<file path="src/rtl/hp_alarm_mgr.sv">
// Alarm manager for hoggephase phase-detector outputs: edge-detects alarms, qualifies
// bursts inside a time window or a stuck level, and raises a sticky FAULT with a one-cycle IRQ.
module hp_alarm_mgr #(
    parameter int N       = 2,
    parameter int THRESH  = 2,
    parameter int WINDOW  = 16,
    parameter int ARM_DLY = 8,
    parameter int CW      = 16
) (
    input  logic          CK,
    input  logic          RST,
    input  logic          ARM,
    input  logic          CLR,
    input  logic [N-1:0]  ALARM_IN,
    output logic          FAULT,
    output logic [N-1:0]  FAULT_SRC,
    output logic          IRQ,
    output logic [CW-1:0] EVT_CNT,
    output logic [1:0]    STATE
);

    localparam int DW = $clog2(ARM_DLY + 1);
    localparam int WW = $clog2(WINDOW);
    localparam int SW = $clog2(WINDOW);
    localparam int EW = $clog2(THRESH + 1);

    localparam logic [DW-1:0] DLY_INIT  = DW'(ARM_DLY - 1);
    localparam logic [WW-1:0] WIN_INIT  = WW'(WINDOW - 1);
    localparam logic [SW-1:0] STUCK_LIM = SW'(WINDOW - 1);
    localparam logic [EW-1:0] ETH       = EW'(THRESH);

    typedef enum logic [1:0] {
        S_DIS    = 2'd0,
        S_ARMING = 2'd1,
        S_MON    = 2'd2,
        S_FLT    = 2'd3
    } state_t;

    state_t        state_q, state_d;
    logic [DW-1:0] dly_q, dly_d;
    logic [WW-1:0] wcnt_q, wcnt_d;
    logic [EW-1:0] ecnt_q, ecnt_d;
    logic [N-1:0]  src_q, src_d;
    logic [SW-1:0] scnt_q, scnt_d;
    logic          fault_q, fault_d;
    logic [N-1:0]  fsrc_q, fsrc_d;
    logic          irq_q, irq_d;
    logic [CW-1:0] evt_q, evt_d;
    logic [N-1:0]  a_q, a_dly_q;

    logic [N-1:0]  ev_vec;
    logic          ev_any;
    logic          win_open;
    logic [SW-1:0] scnt_inc;
    logic          stuck;
    logic          hit;

    assign ev_vec   = a_q & ~a_dly_q;
    assign ev_any   = |ev_vec;
    assign win_open = (ecnt_q != '0);
    assign scnt_inc = scnt_q + 1'b1;
    assign stuck    = (|a_q) && (scnt_inc >= STUCK_LIM);

    always_comb begin
        state_d = state_q;
        dly_d   = dly_q;
        wcnt_d  = wcnt_q;
        ecnt_d  = ecnt_q;
        src_d   = src_q;
        scnt_d  = scnt_q;
        fault_d = fault_q;
        fsrc_d  = fsrc_q;
        irq_d   = 1'b0;
        evt_d   = evt_q;
        hit     = 1'b0;

        case (state_q)
            S_DIS: begin
                if (ARM) begin
                    state_d = S_ARMING;
                    dly_d   = DLY_INIT;
                end
            end
            S_ARMING: begin
                if (!ARM)
                    state_d = S_DIS;
                else if (dly_q == '0)
                    state_d = S_MON;
                else
                    dly_d = dly_q - 1'b1;
            end
            S_MON: begin
                if (!ARM) begin
                    state_d = S_DIS;
                    wcnt_d  = '0;
                    ecnt_d  = '0;
                    src_d   = '0;
                    scnt_d  = '0;
                end else begin
                    // an event on the expiry cycle falls through and starts a fresh window
                    if (win_open && wcnt_q != '0) begin
                        wcnt_d = wcnt_q - 1'b1;
                        if (ev_any) begin
                            ecnt_d = ecnt_q + 1'b1;
                            src_d  = src_q | ev_vec;
                        end
                    end else if (ev_any) begin
                        wcnt_d = WIN_INIT;
                        ecnt_d = EW'(1);
                        src_d  = ev_vec;
                    end else begin
                        wcnt_d = '0;
                        ecnt_d = '0;
                        src_d  = '0;
                    end

                    scnt_d = (|a_q) ? scnt_inc : '0;
                    hit    = (ecnt_d >= ETH);

                    if (ev_any && evt_q != {CW{1'b1}})
                        evt_d = evt_q + 1'b1;

                    if (hit || stuck) begin
                        state_d = S_FLT;
                        fault_d = 1'b1;
                        irq_d   = 1'b1;
                        fsrc_d  = stuck ? a_q : src_d;
                        wcnt_d  = '0;
                        ecnt_d  = '0;
                        src_d   = '0;
                        scnt_d  = '0;
                    end
                end
            end
            S_FLT: begin
                if (CLR) begin
                    fault_d = 1'b0;
                    fsrc_d  = '0;
                    if (ARM) begin
                        state_d = S_ARMING;
                        dly_d   = DLY_INIT;
                    end else begin
                        state_d = S_DIS;
                    end
                end
            end
            default: state_d = S_DIS;
        endcase

        if (CLR)
            evt_d = '0;
    end

    always_ff @(posedge CK or posedge RST) begin
        if (RST) begin
            state_q <= S_DIS;
            dly_q   <= '0;
            wcnt_q  <= '0;
            ecnt_q  <= '0;
            src_q   <= '0;
            scnt_q  <= '0;
            fault_q <= 1'b0;
            fsrc_q  <= '0;
            irq_q   <= 1'b0;
            evt_q   <= '0;
            a_q     <= '0;
            a_dly_q <= '0;
        end else begin
            state_q <= state_d;
            dly_q   <= dly_d;
            wcnt_q  <= wcnt_d;
            ecnt_q  <= ecnt_d;
            src_q   <= src_d;
            scnt_q  <= scnt_d;
            fault_q <= fault_d;
            fsrc_q  <= fsrc_d;
            irq_q   <= irq_d;
            evt_q   <= evt_d;
            a_q     <= ALARM_IN;
            a_dly_q <= a_q;
        end
    end

    assign FAULT     = fault_q;
    assign FAULT_SRC = fsrc_q;
    assign IRQ       = irq_q;
    assign EVT_CNT   = evt_q;
    assign STATE     = state_q;

endmodule

</file>
<file path="config.mk">
export PLATFORM = sky130hd
export DESIGN_NAME = hp_alarm_mgr
export DESIGN_NICKNAME = d
export VERILOG_FILES = /design/src/rtl/hp_alarm_mgr.sv
export SDC_FILE = /design/constraint.sdc
export NUM_CORES = 1
export LEC_CHECK = 0
export CAP_MARGIN = 20
export CORE_MARGIN = 5
export CORE_UTILIZATION = 50
export DETAILED_ROUTE_END_ITERATION = 8
export PLACE_DENSITY = 0.83
export SETUP_SLACK_MARGIN = 0.3
export SYNTH_ARGS = -nofsm -noshare
export SYNTH_HDL_FRONTEND = slang
export SYNTH_SLANG_ARGS = --single-unit
</file>
<file path="constraint.sdc">
create_clock -name CK -period 4.9 [get_ports CK]
set_clock_uncertainty 0.2 [all_clocks]
set_input_delay 0.98 -clock CK [delete_from_list [all_inputs] [get_ports CK]]
set_output_delay 0.98 -clock CK [all_outputs]
set_load 0.01 [all_outputs]
</file>
; After elaboration in Yosys (flattened, before gate mapping)
; Index checks and enable logic that the tools add are counted.
[classes]
shift = 0
n_eq_ne = 12
add_sub_neg = 5
mux = 48
n_lt_le_gt_ge = 2
n_mul = 0
n_reduce_logical = 19
n_bitwise = 3
div = 0
[op_table]
columns = op, count
row1 = 16-bit 2-to-1 mux, 4
row2 = 4-bit 2-to-1 mux, 11
row3 = 2-bit 2-to-1 mux, 21
row4 = 16-bit by 1-bit adder with 16-bit output (second input constant), 1
row5 = 16-bit != test (second input constant), 1
row6 = 2-bit != test (second input constant), 6
row7 = 4-bit one-hot mux with 3 select lines, 1
row8 = 4-bit AND reduction, 3
row9 = 2-bit nonzero test, 5
row10 = 1-bit 2-to-1 mux, 8
row11 = 2-bit one-hot mux with 4 select lines, 1
row12 = 4-bit by 1-bit subtractor with 4-bit output (second input constant), 2
row13 = 3-bit != test (second input constant), 2
row14 = 4-bit by 1-bit adder with 4-bit output (second input constant), 1
row15 = 2-bit equality test (second input constant), 2
row16 = 4-bit >= comparator (second input constant), 1
row17 = 4-bit zero test, 1
row18 = 2-bit one-hot mux with 2 select lines, 1
row19 = 4-bit nonzero test, 1
row20 = 2-bit OR reduction, 2
row21 = 1-bit logical AND, 3
row22 = 3-bit AND reduction, 1
row23 = 3-bit nonzero test, 1
row24 = 2-bit by 1-bit adder with 2-bit output (second input constant), 1
row25 = other kinds (8), 8
[word_totals]
mem_count = 0
register_bits = 42
latch_bits = 0
input_bits = 6
mem_bits_rw = 0
wordCells = 101
rom_bits = 0

; Depth between registers and ports, before layout
[logic_depth]
ltp_word = 12
mapped_depth = 7
depth_no_buf = 7

; Least setup slack after synthesis
; No wires, ideal clock.
[synth_timing]
path_kind = in2reg
from = in ARM
to = reg evt_q[11], in the netlist EVT_CNT[11]
required_time_ns = 4.568
setup_ns = 0.132
slack_ns = 2.420
arrival_time_ns = 2.148
cell_stages = 7
path_cell_list = buf_2 nand3b_4 buf_6 a211o_1 nor4_1 xnor2_1 nor2_1
[synth_between]
elab_chain_len = 2
[synth_rtl]
columns = element, line_no
row1 = from (decl), 12  ; input logic ARM,
row2 = 2-bit nonzero test (no line), -
row3 = 3-bit AND reduction (no line), -
row4 = to (signal assigned), 178  ; evt_q <= evt_d;
row5 = to (decl), 48  ; logic [CW-1:0] evt_q, evt_d;
; Every way passes these cells.
; A chain may end at the register's enable or synchronous reset.

; Worst setup path in the final report
[layout_timing]
from = in CLR
to = reg dly_q[0]
[layout_between]
elab_chain_len = 2
[layout_rtl]
columns = element, line_no
row1 = from (decl), 13  ; input logic CLR,
row2 = 2-bit != test (no line), -
row3 = 4-bit AND reduction (no line), -
row4 = to (signal assigned), 170  ; dly_q <= dly_d;
row5 = to (decl), 40  ; logic [DW-1:0] dly_q, dly_d;
; Every way passes these cells.

==> metrics <==
largest net degree at the start of global routing=between 40 and 50; RSZ-0062 raised after global routing=false; DIE WIDTH=around 79 µm; utilization after layout=approximately three fifths; Mean Syn Cell Area=roughly 9.5 µm²; Die ar.=a little over 0.006 mm²; most common cell in the synthesized netlist=dfrtp_1; peak supply drop=about 0.00019 V; setup TNS=0 ns; post-synthesis xor/xnor area fraction=between 4 and 5%; met1 usage=about a quarter; Clock Pin Slew Worst Setup and Hold Paths=0.08 ns; Synth area leader=dfrtp_1; ant diodes=0; Reg power frac=around 57%; Leakage=~1.2 nW; adder-cell share of the synthesized area=between 3 and 4%; crit path DAT=between 2 and 3 ns; hpwl dp=~3500 µm; Pwr Density=about 230 mW/mm²; FP Rows=25; hold crit path type=reg2reg; gr usage total=approximately 18%; Congestion Overflow GR=0; crit-path max FO=20; register bit count reported by yosys=between 40 and 50; GPL Wtd Cong=~0.8; DRT iter0 DRCs=~120; CTS sink count=42; cell area after synthesis=roughly 0.0024 mm²; worst-case clock buffer depth=2; Post CTS Setup Buffer Count=0; Antenna Nets Post-Route=0; Post-Route WL=4970 µm; Critical Path End Type=flop; internal power=0.000477 W; ys flop type=dfrtp_1; sw frac=approximately a quarter; TritonCTS Buffers=5; Worst EP required=around 4.9 ns; layout cells sized above 1=5.13%; final net count=285; fin cells=between 300 and 400; critical path type=in2reg; Seq/Total Area, Yosys=between 40 and 50%; status=finished, final reports clean; post-synthesis simple-gate area fraction=20.2%; drt via density=a little under 6; complex-gate fraction of the synthesized area=approximately a fifth; Top Usage Layer GRT=met2; Clock Latency Late Sink=roughly 0.31 ns; CTS tree=yes; Post-synth EDFFs=0; Die Y=between 70 and 80 µm; Hold Fails Final Rpt=0; worst-margin pin slew=0.724 ns; combinational fraction of design power=under 10%; htree depth=2; Cells after Synth=roughly 250; cts repair resizes=0; root buffer cell=clkbuf_8; io pins=28; Fill cells=401; Synth Net Count=around 260; Synth warnings=0; P&R area growth vs syn=16.1%; area share of the leading cell type in the synthesized netlist=between 40% and 50%; antenna violations before repair=0; main combinational cell family by area after synthesis=simple AND/OR/NAND/NOR gates; library cells used by synthesis=50; switching power=0.000151 W; post-layout min period=between 2 and 3 ns; Starting Density=between 50 and 60%; Buffers on Ports=27; Slew HR=between 50% and 60%; CTS Hold Buffers Added=0; Slew Viols, Final=0; most frequent cells after synthesis=42 x dfrtp_1, 26 x nor2_1, 20 x nand2_1, 14 x inv_1; Residual DRC=0; fmax=roughly 350 MHz; Final setup viols=0; period utilisation layout=between 50% and 60%; grt met3 use=under 10%; grt met2 use=about 29%; first-pass GRT wire length=approximately 9000 µm; via count=between 1500 and 2000; fraction of registers with async set/reset=between 90% and 100%; WL/cell=15.2 µm; Area contributors post-synth=dfrtp_1 45%, nor2_1 4.2%, ha_1 3.7%; core area=around 0.0046 mm²; clock network power share=a little under two fifths; crit start category=input port; multiplexer area fraction after synthesis=roughly 2.2%; vias in the first global route=just under 2000; Max-Cap Viols=0; Initial DRT Pass Iterations=4; Cells after DPL=319
worst paths after layout:
| kind | startpoint | endpoint | slack (ns) | cells past startpoint |
|---|---|---|---|---|
| min reg2reg | ecnt_q[0]$_DFFE_PP0P_ | ecnt_q[0]$_DFFE_PP0P_ | 0.28 | 1 |
| max reg2reg | ecnt_q[1]$_DFFE_PP0P_ | wcnt_q[0]$_DFFE_PP0P_ | 2.62 | 6 |
| max in group asynchronous | RST | dly_q[0]$_DFFE_PP0P_ | 3.23 | 3 |
| min | ecnt_q[0]$_DFFE_PP0P_ | ecnt_q[0]$_DFFE_PP0P_ | 0.28 | 1 |
| max | CLR | dly_q[0]$_DFFE_PP0P_ | 2.06 | 6 |
| min in group asynchronous | RST | EVT_CNT[10]$_DFFE_PP0P_ | 0.90 | 3 |
area by class of cell:
class	count	area, µm²	area share, %
multi-input combinational	181	1180	43.4
sequential	42	1050	38.5
timing repair buffer	28	278	10.2
clock buffer	6	82.6	3.03
tap	54	67.6	2.48
inverter	14	52.6	1.93
clock inverter	2	12.5	0.459
cell families (layout without fill, tap and decap cells):
kind of cell,Yosys count,after routing
XOR/XNOR,13,13
adder cells (fa/ha/maj),7,7
AND/OR/NAND/NOR,93,93
buffers and inverters,25,50
multiplexers,5,5
flip-flops,42,42
AO/OA/AOI/OAI,63,63
per-layer routing:
metal	vias up	wire, µm	share of wire, %
li1	948	-	-
met1	933	2310	47
met2	60	2280	46
met3	9	290	5.8
met4	0	90	1.8
met5	-	0	0
stage by stage:
stage | hold slack, ns | setup slack (ns) | power (W) | instance area, µm²
finish | 0.280 | 2.06 | 0.000628 | 2730
CTS | 0.285 | 2.07 | 0.000638 | 2730
global route | 0.301 | 1.87 | 0.000656 | 2730
global placement | 0.261 | 1.82 | 0.000398 | 2630
floorplan | 0.241 | 2.42 | 0.000388 | 2350
detailed placement | 0.266 | 1.75 | 0.000400 | 2630
state kept, by name (all words and copies together) (netlist names), 4 cells and up:
name     cells
EVT_CNT     16
dly_q        4
scnt_q       4
wcnt_q       4
layout by cell type, fill, tap and decap left out, drive strengths merged, types with 2 or more instances in the layout:
cell	count
dfrtp	42
clkdlybuf4s50	27
nor2	26
nand2	20
inv	14
o21ai	12
a21oi	11
nor4	9
nand3	8
xnor2	8
ha	7
nand2b	6
nor3	6
clkbuf	6
xor2	5
o2bb2ai	5
nor2b	4
o41ai	4
a21o	3
or4	3
a211oi	3
nand4	3
mux2i	3
o31ai	3
o311ai	3
o21bai	2
o22ai	2
nor3b	2
a32oi	2
and4	2
a211o	2
a22o	2
a31oi	2
a2bb2oi	2
mux2	2
power groups by stage:
| stage | Clock [W] | Sequential (W) | Combinational, W |
|---|---|---|---|
| global placement | 0 | 0.000362 | 0.0000356 |
| floorplan | 0 | 0.000361 | 0.0000276 |
| detailed placement | 0 | 0.000363 | 0.0000372 |
| global route | 0.000257 | 0.000357 | 0.0000420 |
| finish | 0.000236 | 0.000356 | 0.0000367 |
| CTS | 0.000245 | 0.000356 | 0.0000373 |
critical path, cell delays in order:
cell             delay [ns]
clkdlybuf4s50_1        0.94
nand2_1                0.19
a21o_1                 0.26
nor2_1                 0.17
mux2i_1                0.11
a2bb2oi_1              0.17
Power figures use the tool's default switching activity.
